==> config.mk <==
export PLATFORM = sky130hd
export DESIGN_NAME = jpeg_raster_wr
export DESIGN_NICKNAME = d
export VERILOG_FILES = /design/src/rtl/jpeg_raster_wr.sv
export SDC_FILE = /design/constraint.sdc
export NUM_CORES = 1
export LEC_CHECK = 0
export CAP_MARGIN = 5
export CORE_MARGIN = 1
export CORE_UTILIZATION = 51
export CTS_CLUSTER_SIZE = 20
export DETAILED_ROUTE_END_ITERATION = 6
export PLACE_DENSITY_LB_ADDON = 0.15
export SLEW_MARGIN = 25
export SYNTH_ARGS = -nofsm -noshare
export SYNTH_HDL_FRONTEND = slang
export SYNTH_SLANG_ARGS = --single-unit
==> constraint.sdc <==
create_clock -name clk -period 5.17 [get_ports clk]
set_input_delay 1.551 -clock clk [delete_from_list [all_inputs] [get_ports clk]]
set_output_delay 1.551 -clock clk [all_outputs]
set_load 0.01 [all_outputs]
==> src/rtl/jpeg_raster_wr.sv <==
// Reorders 16x16-block decoder output into raster frame-buffer writes through a
// single output register stage; addresses come from running bases, not a multiplier.
module jpeg_raster_wr #(
    parameter int BLK_W  = 61,
    parameter int BLK_H  = 61,
    parameter int ADDR_W = 20
) (
    input  logic              clk,
    input  logic              rst,
    input  logic              ai_we,
    output logic              ao_next,
    input  logic              ai_begin,
    input  logic              ai_end,
    input  logic [31:0]       ai_data,
    input  logic              ai_type,
    output logic              bo_we,
    input  logic              bi_next,
    output logic [ADDR_W-1:0] bo_addr,
    output logic [23:0]       bo_data,
    output logic              bo_type,
    output logic              frame_done,
    output logic              err_ovf
);
    localparam int BXW = (BLK_W > 1) ? $clog2(BLK_W) : 1;
    localparam int BYW = (BLK_H > 1) ? $clog2(BLK_H) : 1;
    localparam logic [BXW-1:0]    BX_LAST   = BXW'(BLK_W - 1);
    localparam logic [BYW-1:0]    BY_LAST   = BYW'(BLK_H - 1);
    localparam logic [ADDR_W-1:0] ROW_STEP  = ADDR_W'(16 * BLK_W);
    localparam logic [ADDR_W-1:0] BAND_STEP = ADDR_W'(256 * BLK_W);
    localparam logic [ADDR_W-1:0] BLK_STEP  = ADDR_W'(16);

    typedef enum logic [1:0] {IDLE, RUN, DROP} state_t;

    state_t            state;
    logic [7:0]        pix;
    logic [BXW-1:0]    bx;
    logic [BYW-1:0]    by;
    logic              full;
    logic [ADDR_W-1:0] band_base, blk_base, row_off;
    logic              bo_last;

    logic [7:0]        cur_pix, nxt_pix;
    logic [BXW-1:0]    cur_bx, nxt_bx;
    logic [BYW-1:0]    cur_by, nxt_by;
    logic              cur_full, nxt_full;
    logic [ADDR_W-1:0] cur_band, cur_blk, cur_row_off;
    logic [ADDR_W-1:0] nxt_band, nxt_blk, nxt_row_off;
    logic [ADDR_W-1:0] pix_addr;
    logic              accept, do_write;
    logic              unused_lsb;

    assign unused_lsb = ^ai_data[7:0];

    // A begin pixel is placed at position 0 regardless of where the counters stand.
    always_comb begin
        cur_pix     = ai_begin ? 8'd0 : pix;
        cur_bx      = ai_begin ? '0 : bx;
        cur_by      = ai_begin ? '0 : by;
        cur_full    = ai_begin ? 1'b0 : full;
        cur_band    = ai_begin ? '0 : band_base;
        cur_blk     = ai_begin ? '0 : blk_base;
        cur_row_off = ai_begin ? '0 : row_off;
        pix_addr    = cur_blk + cur_row_off + ADDR_W'(cur_pix[3:0]);

        nxt_pix     = cur_pix + 8'd1;
        nxt_bx      = cur_bx;
        nxt_by      = cur_by;
        nxt_full    = cur_full;
        nxt_band    = cur_band;
        nxt_blk     = cur_blk;
        nxt_row_off = cur_row_off;
        if (cur_pix[3:0] == 4'hF)
            nxt_row_off = cur_row_off + ROW_STEP;
        if (cur_pix == 8'hFF) begin
            nxt_row_off = '0;
            if (cur_bx != BX_LAST) begin
                nxt_bx  = cur_bx + 1'b1;
                nxt_blk = cur_blk + BLK_STEP;
            end else begin
                nxt_bx = '0;
                if (cur_by != BY_LAST) begin
                    nxt_by   = cur_by + 1'b1;
                    nxt_band = cur_band + BAND_STEP;
                    nxt_blk  = cur_band + BAND_STEP;
                end else begin
                    // Picture complete: any further non-begin pixel is an overflow.
                    nxt_by   = '0;
                    nxt_band = '0;
                    nxt_blk  = '0;
                    nxt_full = 1'b1;
                end
            end
        end
    end

    // Gated on the output register in every state so a begin pixel can never
    // overwrite a write still stalled from the previous frame.
    assign ao_next  = !bo_we | bi_next;
    assign accept   = ai_we & ao_next;
    assign do_write = accept & (ai_begin | (state == RUN & !full));

    always_ff @(posedge clk) begin
        if (!rst) begin
            state      <= IDLE;
            pix        <= '0;
            bx         <= '0;
            by         <= '0;
            full       <= 1'b0;
            band_base  <= '0;
            blk_base   <= '0;
            row_off    <= '0;
            bo_we      <= 1'b0;
            bo_addr    <= '0;
            bo_data    <= '0;
            bo_type    <= 1'b0;
            bo_last    <= 1'b0;
            frame_done <= 1'b0;
            err_ovf    <= 1'b0;
        end else begin
            frame_done <= bo_we & bi_next & bo_last;
            if (bi_next)
                bo_we <= 1'b0;
            if (do_write) begin
                bo_we     <= 1'b1;
                bo_addr   <= pix_addr;
                bo_data   <= ai_data[31:8];
                bo_type   <= ai_type;
                bo_last   <= ai_end;
                pix       <= nxt_pix;
                bx        <= nxt_bx;
                by        <= nxt_by;
                full      <= nxt_full;
                band_base <= nxt_band;
                blk_base  <= nxt_blk;
                row_off   <= nxt_row_off;
            end
            if (accept) begin
                case (state)
                    IDLE: if (ai_begin) state <= ai_end ? IDLE : RUN;
                    RUN: begin
                        if (cur_full) begin
                            err_ovf <= 1'b1;
                            state   <= ai_end ? IDLE : DROP;
                        end else if (ai_end) begin
                            state <= IDLE;
                        end
                    end
                    DROP: begin
                        if (ai_begin)    state <= ai_end ? IDLE : RUN;
                        else if (ai_end) state <= IDLE;
                    end
                    default: state <= IDLE;
                endcase
            end
        end
    end
endmodule

* After elaboration in Yosys (flattened, before gate mapping) *
Index checks and enable logic that the tools add are counted.

storage, ports and cells
  register bits after elaboration = 132
  bits in latches = 0
  bits in writable memories = 0
  ROM bits = 0
  input bits = 39
  memories kept = 0

operators by class
  $add $sub $neg = 8
  $mul = 0
  divide/modulo/power cells = 0
  $lt $le $gt $ge = 0
  equality and inequality tests = 7
  shift operators = 0
  multiplexer cells = 31
  bitwise gates (word level) = 7
  reductions and logical operators = 6

operators with widths
  kind                                            number
  two-way mux 20 bit                              10
  two-way mux 6 bit                               7
  adder 20 x 10 -> 20 bit, second input constant  1
  adder 20 x 14 -> 20 bit, second input constant  1
  adder 20 bit                                    1
  adder 20 x 4 -> 20 bit                          1
  adder 20 x 5 -> 20 bit, second input constant   1
  adder 6 x 1 -> 6 bit, second input constant     2
  inequality test 6 bit, second input constant    2
  two-way mux 2 bit                               5
  adder 8 x 1 -> 8 bit, second input constant     1
  == test 8 bit, second input constant            1
  two-way mux 8 bit                               1
  two-way mux 1 bit                               7
  one-hot mux 2 bit (3 select lines)              1
  bitwise AND 1 bit                               5
  == test 4 bit, second input constant            1
  AND reduction 3 bit                             1
  == test 2 x 1 -> 1 bit, second input constant   1
  == test 2 bit, second input constant            1
  logical NOT 1 bit                               2
  logical NOT 2 bit                               1
  inequality test 2 bit, second input constant    1
  bitwise OR 1 bit                                2
  2 further kinds                                 2

* Longest topological paths before layout *
Gate-level depths: netlist (run 1).

  word-level depth = 5
  mapped depth = 17
  depth with buffers taken out = 13

* Worst setup path after synthesis (run 1) *
OpenSTA, ideal clock, no wires.

  kind = input to register
  start = in ai_begin
  end = reg bo_addr[15]
  arrival = 5.214 ns
  required time = 5.091 ns
  setup slack = -0.123 ns
  cell stages on the path = 17
  cell sequence = buf_2 inv_1 clkbuf_1 buf_1 buf_1 nand2_1 fa_1 inv_1 ha_1 inv_1 fa_1 nor2b_1 o2111ai_1 a31oi_1 o21ai_0 or4_1 o211ai_1

on the way
  longest elaborated chain between the ends = 3
  elaborated cells between the ends (all ways) = 7
  those cells by class = add/sub (2); mux (3); bitwise (2)

ends and longest elaborated chain
  element                                RTL line  text
  from (decl)                            12        input logic ai_begin,
  two-way mux 20 bit (on tied branches)  61, 62
  adder 20 bit                           63        pix_addr = cur_blk + cur_row_off + ADDR_W'(cur_pix[3:0]);
  adder 20 x 4 -> 20 bit                 63
  to (signal assigned)                   125       bo_addr <= pix_addr;
  to (decl)                              18        output logic [ADDR_W-1:0] bo_addr,

Several ways; a longest one is shown, not always the timed one.
A chain may end at the register's enable or synchronous reset.

* Final worst setup path (run 1) *
  start = in bi_next
  end = out ao_next

on the way
  longest elaborated chain between the ends = 1

ends and longest elaborated chain
  element           RTL line  text
  from (decl)       17        input logic bi_next,
  bitwise OR 1 bit  98        assign ao_next = !bo_we | bi_next;
  to (decl)         11        output logic ao_next,

Every way passes these cells.

==> flow_summary.ini, run 1 <==
[finish]
nFillCells = 1221
nets = 1078
fin_util_pct = 64.0
layout-drive-gt1-share_pct = 6.86
multi_input_area_sq_um = 4480
finalNonFillerCells = 1186
syn_to_final_growth_pct = 21.4
antenna_cells = 0
ff_latch_area_sq_um = 2640

[grt]
gr-total-overflow = 0
grtUsageTotal_pct = 26.6
met3_usage_pct = 5.53
grt_pass1_wl_um = 31200
busiest_layer = met2
grt_max_degree = 59
grt_pass1_vias = 6419
antenna_found_initial = 0
grt.met2_usage_pct = 43.7
grt_util_met1_pct = 34.0

[power_and_ir_drop]
peakVddDrop_v = 0.000240
finalPower_mw = 2.48
power.density_nw_per_um2 = 276
cellLeakagePower_nw = 3.46

[floorplan]
dieArea_sq_um = 15000
coreArea_sq_um = 14000
die_h_um = 122
start_util_pct = 52.7
io_pins = 88
fp-row-count = 43
die_w_um = 122

[timing]
final.setup_skew_ps = 5.76
hold_viol = 0
setup_tns_ps = 0
period_share_pct = 85.9
rsz0062_at_grt = no
worstMarginPinSlew_ps = 1030
finalSetupViolations = 0
slew_violations = 0
fmax_mhz = 225
hold_ws_ps = 448
min_period_ps = 4440
maxSlewHeadroom_pct = 31.3

[synthesis]
syn_avg_cell_area_sq_um = 7.97
synth_top_area_share_pct = 35.7
synth_area_leaders = dfxtp_1 36%, nand2_1 7.4%, ha_1 6.9%
synth_top_area_cell = dfxtp_1
syn_nets = 1014
synth_area_sq_um = 7400
ys_seq_area_share_pct = 35.7
synth_cells = 929
async_reset_ff_share_pct = 0
synth_ff_type = dfxtp_1
synth_edf_count = 0
yosysWarningCount = 0
synth_cell_types = 76
ys_seq_elements = 132

[drt]
drt-initial-drc-count = 633
drc = 0
routed_wl_um = 19000
avgViaCountPerCell = 5.86
wl_per_cell_um = 16.0
dr_total_vias = 6954
first_pass_iters = 5
ant_nets = 0

[critical_path]
path_cells = clkdlybuf4s50_1, nand2b_1, clkdlybuf4s50_1
cp-end-kind = output pin
timing.rr.start = pix[1]
startpoint = bi_next
ff2ff_path_depth = 13
critPathTopFamily = buffers and inverters
crit_buf_inv = 2
path_max_fanout = 5
rrSetupSlack_ps = 1640
required_ps = 3620
cpPeakStageDelay_ps = 590
arrival_ps = 2890
endpoint = ao_next
path_depth = 3
path_class = in -> out
cp-start-kind = primary input
cpMaxStageDelayCell = clkdlybuf4s50_1
r2r_end = bo_addr[15]
path_common_cell = clkdlybuf4s50_1

[place]
gp_congestion = 0.876
io_buffers = 79
dp.cells = 1154
dp_hpwl_um = 13000

[clock_tree]
clock-sinks = 132
cts_buffer_depth = 2
cts_buffers = 17
clk_pin_slew_worst_paths_ps = 50
clk-insertion-delay-late_ps = 430
cts_max_level = 4
cts_tree = built
cts-root-buf = clkbuf_16
ctsResizeCount = 0
ctsHoldBuffers = 0
cts_setup_buffers = 0

[flow_run]
drv_cap = 0

[status]
status = complete, no violations

[min_path]
worstHoldStart = row_off[0]
hold_path.class = reg -> reg
==> where the power goes <==
group	switching [mW]	leakage, nW	total [mW]	internal, mW
combinational	0.112	2.10	0.187	0.0754
sequential	0.0101	1.07	1.04	1.03
clock	0.487	0.294	1.25	0.761
total	0.609	3.46	2.48	1.87
==> cells in the mapped netlist (7+ instances only) <==
cell	n
and2_1	19
a31oi_1	11
a22oi_1	22
xor2_1	12
dfxtp_1	132
nor3_1	22
xnor2_1	19
nor2b_1	40
and3_1	12
o211ai_1	8
ha_1	41
buf_2	9
a21oi_1	94
nand3_1	29
inv_1	18
buf_1	7
nand2_1	146
o21ai_0	42
clkbuf_1	34
or4_1	8
nor2_1	64
nand4_1	12
or3_1	9
==> sequential cells by signal, summed over array words and instances, names as in the netlist <==
signal      flops
band_base      20
blk_base       20
bo_addr        20
bo_data        24
bo_last         1
bo_type         1
bo_we           1
bx              6
by              6
err_ovf         1
frame_done      1
full            1
pix             8
row_off        20
state           2
==> cells by family after synthesis <==
kind of cell	after synthesis	share of synthesized area, %
AND/OR/NAND/NOR	399	26.8
multiplexers	3	0.439
XOR/XNOR	31	3.67
buffers and inverters	72	4.07
flip-flops	132	35.7
AO/OA/AOI/OAI	246	21.1
adder cells (fa/ha/maj)	46	8.28
==> layout make-up <==
class / instances / share of cell area, %
Clock inverter: 15 / 2.02
Timing Repair Buffer: 99 / 10.7
Clock buffer: 17 / 4.73
Tap cell: 180 / 2.51
Inverter: 18 / 0.766
Sequential cell: 132 / 29.4
Multi-Input combinational cell: 725 / 49.9
==> cell usage in the layout (no fill, tap or decap), drive strengths merged, types with 4 or more instances in the layout <==
| cell | n |
|---|---|
| nor4 | 5 |
| o21ai | 45 |
| o21a | 4 |
| ha | 41 |
| a21oi | 95 |
| or3 | 9 |
| nand3 | 29 |
| a21o | 5 |
| and3 | 12 |
| o2111ai | 4 |
| xnor2 | 19 |
| clkbuf | 17 |
| nor2 | 64 |
| dfxtp | 132 |
| fa | 5 |
| clkinv | 9 |
| a211oi | 6 |
| nor2b | 40 |
| inv | 19 |
| a31oi | 11 |
| nand4 | 12 |
| nand3b | 4 |
| a22oi | 22 |
| o311ai | 5 |
| or4 | 8 |
| or2 | 4 |
| o211ai | 8 |
| clkdlybuf4s50 | 78 |
| nand2 | 148 |
| buf | 21 |
| xor2 | 12 |
| nand2b | 4 |
| nand4b | 5 |
| nor3 | 23 |
| and2 | 19 |
==> worst register-to-register path, delay by kind of cell, from the launching register on <==
family / cells / cell delay, ps
adder cells (fa/ha/maj): 3 / 1080
flip-flops: 1 / 360
buffers and inverters: 3 / 240
AND/OR/NAND/NOR: 3 / 900
AO/OA/AOI/OAI: 4 / 880
==> routing by layer <==
metal	wire (um)	vias up
li1	-	3477
met1	8750	3247
met2	8880	199
met3	998	31
met4	394	0
met5	0	-
==> metrics by stage <==
stage / setup WS, ps / area, sq um
final: 729 / 8990
after CTS: 735 / 8990
after detailed placement: 385 / 8380
after floorplan: 47.9 / 7410
after global routing: 538 / 8990
after global placement: 403 / 8380
==> worst min path at each step <==
stage | depth (start not counted) | endpoint
6_report | 1 | row_off[0]
5_1_grt | 2 | bo_addr[4]
4_1_cts | 2 | bo_addr[5]
3_5_place_dp | 1 | row_off[0]
3_3_place_gp | 1 | row_off[0]
2_1_floorplan | 1 | row_off[0]
Power figures use the tool's default switching activity.
==> run 2, diff against run 1 <==
--- a/config.mk
+++ b/config.mk
@@ -7,7 +7,7 @@
 export LEC_CHECK = 0
 export CAP_MARGIN = 5
 export CORE_MARGIN = 1
-export CORE_UTILIZATION = 51
+export CORE_UTILIZATION = 53
 export CTS_CLUSTER_SIZE = 20
 export DETAILED_ROUTE_END_ITERATION = 6
 export PLACE_DENSITY_LB_ADDON = 0.15
==> constraint.sdc (replaced) <==
create_clock -name clk -period 4.35 [get_ports clk]
set_input_delay 0.435 -clock clk [delete_from_list [all_inputs] [get_ports clk]]
set_output_delay 0.435 -clock clk [all_outputs]
set_load 0.01 [all_outputs]
==> run 2 against run 1 <==
Compared with the run above: register-to-register slack worse by 740 ps; via count is 0.81% higher; routed wire length is 0.39% higher; critical endpoint is now bo_addr[15]; die area is 3.7% lower; largest power group unchanged; power is 18% higher; largest cell class unchanged; design area is 0.36% lower; global-route usage is 0.84 points higher.
==> flow_summary.ini, run 2 (same netlist as run 1, synthesis figures left out) <==
[timing]
maxSlewHeadroom_pct = 49.0
rsz0062_at_grt = no
fmax_mhz = 290
min_period_ps = 3450
slew_violations = 0
finalSetupViolations = 0
hold_viol = 0
setup_tns_ps = 0
worstMarginPinSlew_ps = 765
period_share_pct = 79.3
setup_slack_ps = 901
final.setup_skew_ps = 6.44

[drt]
routed_wl_um = 19100
drt-initial-drc-count = 594
wl_per_cell_um = 16.1
ant_nets = 0
first_pass_iters = 5
avgViaCountPerCell = 5.93
drc = 0
dr_total_vias = 7010

[power_and_ir_drop]
seqPwrFrac_pct = 42.5
p_switching_mw = 0.692
power.internal_mw = 2.23
peakVddDrop_v = 0.000340
cellLeakagePower_nw = 3.45
finalPower_mw = 2.92
clkPwrFrac_pct = 50.0
swShare_pct = 23.7
power_frac_comb_pct = 7.6
power.density_nw_per_um2 = 326

[floorplan]
die_h_um = 120
io_pins = 88
start_util_pct = 55.0
fp-row-count = 42
dieArea_sq_um = 14400
die_w_um = 120
coreArea_sq_um = 13500

[critical_path]
required_ps = 4690
path_cells = nor2b_1, inv_1, fa_1, inv_1, ha_1, inv_1, fa_1, nor2b_1, o2111ai_1, a31oi_1, o21ai_0, or4_1, o211ai_1
path_class = reg -> reg
cpMaxStageDelayCell = or4_1
cpPeakStageDelay_ps = 490
path_common_cell = inv_1
critPathTopFamily = adder cells
cp-end-kind = register
crit_buf_inv = 3
cp-start-kind = register
arrival_ps = 3790
path_max_fanout = 4

[finish]
largest_register = bo_data
syn_to_final_growth_pct = 21.0
largest_reg_flops = 24
layout-drive-gt1-share_pct = 6.65
final_common_cell = nand2_1
fin_area_sq_um = 8960
nets = 1079
final_cell_mix = 146 x nand2_1, 132 x dfxtp_1, 94 x a21oi_1
antenna_cells = 0

[clock_tree]
ctsHoldBuffers = 0
cts_tree = built
clock-sinks = 132
cts_buffer_depth = 2
cts_buffers = 17
clk_pin_slew_worst_paths_ps = 60
ctsResizeCount = 0
cts-root-buf = clkbuf_16
clk-insertion-delay-late_ps = 420
cts_setup_buffers = 0
cts_max_level = 4

[place]
place_ws_ps = 665
placed_area_sq_um = 8350
io_buffers = 79
gp_congestion = 0.840
dp_hpwl_um = 12900

[grt]
grtUsageTotal_pct = 27.4
gr-total-overflow = 0
antenna_found_initial = 0
grt_pass1_wl_um = 31700
grt_max_degree = 70
grt_pass1_vias = 6521

[flow_run]
drv_cap = 0

[status]
status = complete, no violations

[min_path]
hold_path.class = reg -> reg
-- run 2: changes by cell type in the layout (fill, tap and decap cells not counted), sizes merged --
cell,previous run,this run
clkbuf,17,20
clkinv,9,6
clkinvlp,2,4
inv,19,17
buf,21,22
-- run 2: worst reg2reg max path, delay by kind of cell (launching register included) --
family / cells / cell delay (ps)
AO/OA/AOI/OAI: 4 / 820
adder cells (fa/ha/maj): 3 / 1100
buffers and inverters: 3 / 240
flip-flops: 1 / 360
AND/OR/NAND/NOR: 3 / 870
-- run 2: per-stage QoR --
step           utilization (%)  cells  hold WS, ps
6_report                  66.6   1183          450
5_1_grt                   66.6   1183          472
4_1_cts                   66.6   1183          452
3_5_place_dp              62.1   1151          437
3_3_place_gp              62.1   1151          433
2_1_floorplan                -    929          421
-- run 2: layer usage --
layer | vias up | GRT usage, % | routed length [um]
met2 | 249 | 43.0 | 8610
met3 | 42 | 5.94 | 1300
met4 | 0 | 10.2 | 453
met5 | - | 0 | 0
met1 | 3244 | 36.8 | 8730
li1 | 3475 | - | -
-- run 2: final cells by class --
class                      instances  area (sq um)
fill                            1166          4500
multi-input combinational        725          4480
sequential                       132          2640
timing repair buffer             100           943
clock buffer                      20           447
tap                              176           220
clock inverter                    12           156
inverter                          18          68.8
-- run 2: power groups by stage --
stage	clock, mW	combinational [mW]	sequential, mW
floorplan	0	0.112	1.27
global placement	0	0.218	1.27
detailed placement	0	0.218	1.27
CTS	1.48	0.221	1.24
global route	1.53	0.241	1.24
finish	1.46	0.221	1.24
-- run 2: final timing paths --
kind / from / end / slack, ps / cells after the start
worst max register to register: pix[1] / bo_addr[15] / 900 / 13
worst max-delay path: pix[1] / bo_addr[15] / 900 / 13
worst min register to register: bo_addr[6] / bo_addr[6] / 450 / 2
worst min-delay path: bo_addr[6] / bo_addr[6] / 450 / 2
